[src/rtl/div_serial.sv]
// Iterative restoring divider resolving BITS_PER_CYCLE quotient bits per clock, with valid/ready handshake.
// Optional DIV_FAST_ZERO_EN: a zero divisor skips the iteration phase and reports after two edges.
module div_serial #(
  parameter int DATA_W         = 32,
  parameter int BITS_PER_CYCLE = 1
) (
  input  logic              clk,
  input  logic              rst,
  input  logic              in_valid,
  output logic              in_ready,
  input  logic              signed_i,
  input  logic [DATA_W-1:0] dividend,
  input  logic [DATA_W-1:0] divisor,
  output logic              out_valid,
  input  logic              out_ready,
  output logic [DATA_W-1:0] quotient,
  output logic [DATA_W-1:0] remainder,
  output logic              div_by_zero
);

  localparam int N     = DATA_W / BITS_PER_CYCLE;
  localparam int CNT_W = (N > 1) ? $clog2(N) : 1;

  typedef enum logic [1:0] {IDLE, CALC, FIX, DONE} state_t;

  state_t             state_reg;
  logic [CNT_W-1:0]   cnt_reg;
  logic [DATA_W-1:0]  a_reg;
  logic [DATA_W-1:0]  b_reg;
  logic [DATA_W-1:0]  rem_reg;
  logic [DATA_W-1:0]  quo_reg;
  logic [DATA_W-1:0]  orig_reg;
  logic               neg_q_reg;
  logic               neg_r_reg;
  logic               zero_reg;

  logic               accept;
  logic               dvd_neg;
  logic               dvs_neg;
  logic [DATA_W-1:0]  dvd_mag;
  logic [DATA_W-1:0]  dvs_mag;
  state_t             accept_state;

  assign in_ready = (state_reg == IDLE) || (state_reg == DONE && out_ready);
  assign accept   = in_valid && in_ready;

  assign dvd_neg = signed_i && dividend[DATA_W-1];
  assign dvs_neg = signed_i && divisor[DATA_W-1];
  assign dvd_mag = dvd_neg ? (~dividend + 1'b1) : dividend;
  assign dvs_mag = dvs_neg ? (~divisor + 1'b1) : divisor;

`ifdef DIV_FAST_ZERO_EN
  assign accept_state = (divisor == '0) ? FIX : CALC;
`else
  assign accept_state = CALC;
`endif

  // Unrolled chain of restoring steps; each stage consumes one dividend bit MSB first.
  logic [DATA_W-1:0] rem_c [BITS_PER_CYCLE+1];
  logic [DATA_W-1:0] a_c   [BITS_PER_CYCLE+1];
  logic [DATA_W-1:0] q_c   [BITS_PER_CYCLE+1];

  assign rem_c[0] = rem_reg;
  assign a_c[0]   = a_reg;
  assign q_c[0]   = quo_reg;

  generate
    for (genvar gi = 0; gi < BITS_PER_CYCLE; gi++) begin : g_step
      logic [DATA_W:0] shifted;
      logic [DATA_W:0] trial;
      assign shifted = {rem_c[gi], a_c[gi][DATA_W-1]};
      assign trial   = shifted - {1'b0, b_reg};
      // A set top bit of trial is the borrow: keep the shifted remainder.
      assign rem_c[gi+1] = trial[DATA_W] ? shifted[DATA_W-1:0] : trial[DATA_W-1:0];
      assign a_c[gi+1]   = a_c[gi] << 1;
      assign q_c[gi+1]   = (q_c[gi] << 1) | {{(DATA_W-1){1'b0}}, ~trial[DATA_W]};
    end
  endgenerate

  always_ff @(posedge clk) begin
    if (rst) begin
      state_reg   <= IDLE;
      cnt_reg     <= '0;
      out_valid   <= 1'b0;
      quotient    <= '0;
      remainder   <= '0;
      div_by_zero <= 1'b0;
    end else begin
      if (state_reg == DONE && out_ready) begin
        out_valid <= 1'b0;
      end
      if (accept) begin
        a_reg     <= dvd_mag;
        b_reg     <= dvs_mag;
        orig_reg  <= dividend;
        neg_q_reg <= dvd_neg ^ dvs_neg;
        neg_r_reg <= dvd_neg;
        zero_reg  <= (divisor == '0);
        rem_reg   <= '0;
        quo_reg   <= '0;
        cnt_reg   <= '0;
        state_reg <= accept_state;
      end else begin
        case (state_reg)
          CALC: begin
            rem_reg <= rem_c[BITS_PER_CYCLE];
            a_reg   <= a_c[BITS_PER_CYCLE];
            quo_reg <= q_c[BITS_PER_CYCLE];
            cnt_reg <= cnt_reg + 1'b1;
            if (cnt_reg == CNT_W'(N - 1)) begin
              state_reg <= FIX;
            end
          end
          FIX: begin
            if (zero_reg) begin
              quotient    <= '1;
              remainder   <= orig_reg;
              div_by_zero <= 1'b1;
            end else begin
              quotient    <= neg_q_reg ? (~quo_reg + 1'b1) : quo_reg;
              remainder   <= neg_r_reg ? (~rem_reg + 1'b1) : rem_reg;
              div_by_zero <= 1'b0;
            end
            out_valid <= 1'b1;
            state_reg <= DONE;
          end
          DONE: begin
            if (out_ready) begin
              state_reg <= IDLE;
            end
          end
          default: ;
        endcase
      end
    end
  end

endmodule
[config.mk]
export PLATFORM = sky130hd
export DESIGN_NAME = div_serial
export DESIGN_NICKNAME = d
export VERILOG_FILES = /design/src/rtl/div_serial.sv
export SDC_FILE = /design/constraint.sdc
export NUM_CORES = 1
export LEC_CHECK = 0
export BUFFER_PORTS_ARGS = -buffer_cell sky130_fd_sc_hd__buf_2
export CAP_MARGIN = 40
export CORE_ASPECT_RATIO = 0.7
export CORE_MARGIN = 1
export CORE_UTILIZATION = 45
export DETAILED_ROUTE_END_ITERATION = 16
export PLACE_DENSITY = 0.74
export SYNTH_ARGS = -nofsm -noshare
export SYNTH_HDL_FRONTEND = slang
export SYNTH_SLANG_ARGS = --single-unit
[constraint.sdc]
create_clock -name clk -period 8.6 [get_ports clk]
set_input_delay 0.86 -clock clk [delete_from_list [all_inputs] [get_ports clk]]
set_output_delay 0.86 -clock clk [all_outputs]
set_load 0.01 [all_outputs]
==> impl_metrics.ini <==
[sta]
setup_viol_count_final = 0
finalHoldViolations = 0
finalWorstPathRequiredPeriod_ns = 4.332
final.setup_skew_ns = 0.01241
drv_slew = 0
final.hold.worst_slack_ns = 0.4840
timing_worst_slew_pin_value_ns = 0.8779
timing.slew.headroom_pct = 40.85
rsz0062_at_grt = no
setup-tns-final_ns = 0
fmaxAchievable_ghz = 0.2308
finalCritPeriodShare_pct = 50.38

[grt]
groute.layer.met3.usage_pct = 4.618
met2_usage_pct = 31.41
first_global_vias = 9736
grt_pass1_wl_mm = 50.50
grt_max_degree = 97
grt_overflow = 0
track_usage_pct = 20.58
grt_antenna_before_repair = 5
global_route.peak_usage_layer = met2
grt.met1_usage_pct = 29.87

[setup_path]
crit_arrival_ns = 4.72
worstSetupPathType = register to register
timing.critical_path.from_type = register
critPathRequiredTime_ns = 8.99
crit_path_cell_trace = inv_1, ha_1, fa_1, nor2b_1, o31ai_1, a31oi_1, a31oi_1, a2111oi_2, o21ai_0, o311ai_4, buf_4, mux2_2, nor2_1
cp_common_cell = sky130_fd_sc_hd__a31oi_1
critical_path.slowest_cell = sky130_fd_sc_hd__a2111oi_2
critPathMaxStageDelay_ns = 0.52
worst_setup_path_end_kind = register
worstPathMaxFanout = 38

[pwr]
p_leak_uw = 0.006066
p_switching_uw = 1236
total_power_uw = 3750
worst_ir_drop_vdd_uv = 130.7
internal-power_uw = 2514
power.clock.fraction_pct = 28.8
cellPowerDensity_nw_per_um2 = 247.0
switching_share_pct = 32.96
p_comb_share_pct = 29.4
sequentialPowerShare_pct = 41.8

[die]
die_x_um = 207.3
std_cell_rows = 52
die_y_um = 145.7
ioPinCount = 136
die_area_sq_um = 30210
coreArea_sq_um = 28950
initial_core_util_pct = 45.86

[drt]
num_vias = 10413
remaining_drc_errors = 0
antenna_violating_nets_post_route = 0
avgViaCountPerCell = 5.583
wl_per_cell_um = 16.90
drt_pre_antenna_iters = 5
wl_mm = 31.53
drt_first_iter_violations = 890

[finish]
drive_gt1_share_pct = 13.95
area.growth.synth_to_final_pct = 14.34
multi_input_comb_area_sq_um = 6482
design_area_sq_um = 15180
fill_cells = 2571
regArea_sq_um = 6356
final_nets = 1579

[clocking]
clock_tree.htree_level_count = 1
number_of_buffers_inserted_during_clock_tree_synthesis = 25
tritoncts_clock_tree = done
cts_setup_buffers = 0
clock-sinks = 236
cts_repair_resize_count = 0
clock_insertion_delay_worst_skew_ns = 0.53
cts-root-to-sink-buffers = 3
postCtsHoldBufs = 0
clock_tree.root_cell = sky130_fd_sc_hd__clkbuf_16
clkSlewWorstSetupHoldPaths_ns = 0.07

[yosys]
asyncSetResetFlopFracSynth_pct = 0
count_of_flip_flops_with_a_built_in_enable_after_synthesis = 163
post_synth_num_cell_types = 61
syn_area_per_cell_sq_um = 9.755
warnings_synthesis = 0
synthMostInstantiatedCell = sky130_fd_sc_hd__edfxtp_1
post_syn_instances = 1361
synth_commonest_cells = sky130_fd_sc_hd__edfxtp_1 (163), sky130_fd_sc_hd__nor2_1 (140), sky130_fd_sc_hd__nand2_1 (128)
syn_nets = 1474
synth.area.top_cells = sky130_fd_sc_hd__edfxtp_1 (37%), sky130_fd_sc_hd__dfxtp_1 (11%), sky130_fd_sc_hd__xor2_1 (5.9%)
netlist_area_before_placement_sq_um = 13280
synth_top_flop_cell = sky130_fd_sc_hd__edfxtp_1
synth_area_leader_cell = sky130_fd_sc_hd__edfxtp_1
ys_seq_elements = 236
synth_largest_type_area_fraction_pct = 36.87
yosysSeqAreaShare_pct = 47.87

[placement]
postPlaceCellArea_sq_um = 14370
gpl.final_weighted_congestion = 0.8618
hpwl_mm = 22.99
io_buffer_count = 135

[hold_path]
min_delay_worst_type = register to register

[job]
drv_cap = 0

[status]
run_status = finished, final reports clean
## kinds of logic (layout without fill, tap and decap cells)
| family | count (synthesis) | after routing | share of synthesized area (%) |
|---|---|---|---|
| simple gates | 433 | 433 | 15.31 |
| compound gates | 314 | 314 | 14.81 |
| flops | 236 | 236 | 47.87 |
| xor+xnor | 146 | 146 | 9.632 |
| buf+inv | 129 | 252 | 3.704 |
| mux | 59 | 59 | 4.467 |
| fa+ha+maj | 44 | 44 | 4.203 |
| other cells | 0 | 3 | 0 |
## final timing paths
check,from,to,slack [ns],cells after the start
setup / recovery,a_reg[31]$_DFFE_PP_,rem_reg[6]$_SDFFCE_PP0P_,4.27,13
hold / removal,quotient[30]$_SDFFE_PP0P_,quotient[30]$_SDFFE_PP0P_,0.48,2
setup reg to reg,a_reg[31]$_DFFE_PP_,rem_reg[6]$_SDFFCE_PP0P_,4.27,13
hold reg to reg,quotient[30]$_SDFFE_PP0P_,quotient[30]$_SDFFE_PP0P_,0.48,2
## power by group through the flow
stage	Clock (uW)	Sequential, uW	Combinational (uW)
after floorplan	0	1580	793
after global placement	0	1590	1050
after detailed placement	0	1590	1090
after CTS	1100	1570	1100
after global routing	1140	1590	1230
final	1080	1570	1100
## per-layer routing
metal  wire length, um  up-vias
met3              2143       44
met1             14920     4963
met2             13930      325
met4               494        4
met5                29        -
li1                  -     5077
## critical path: cells and delay by family (launching register included)
kind                       cells  cell delay [ns]
muxes                          1             0.40
and+or+nand+nor                2             0.26
adders and majority gates      2             0.65
DFF                            1             0.35
AOI/OAI and AO/OA              6             1.94
buffers and inverters          2             0.55
## metrics by stage
stage / setup WS [ns] / utilization, % / instances
4_1_cts: 4.355 / 52.41 / 1862
3_5_place_dp: 4.361 / 49.62 / 1817
2_1_floorplan: 1.725 / - / 1361
6_report: 4.268 / 52.43 / 1865
5_1_grt: 4.036 / 52.41 / 1862
3_3_place_gp: 4.516 / 49.28 / 1812
## layout make-up
cell class	count	share of cell area [%]
repair buffers	148	5.489
flip-flops and latches	236	41.87
diodes	3	0.04945
well taps	378	3.115
inverters	59	1.459
clock inverters	11	0.7088
multi-input cells	996	42.70
clock buffers	34	4.607
## layout by cell type (no fill, tap or decap), drive strengths merged, types with 60 or more instances in the layout
master,n
dfxtp,73
a21oi,70
o21ai,115
nand2,128
inv,60
xor2,89
edfxtp,163
buf,148
nor2,140
No activity file was read; power rests on OpenSTA's default activity.
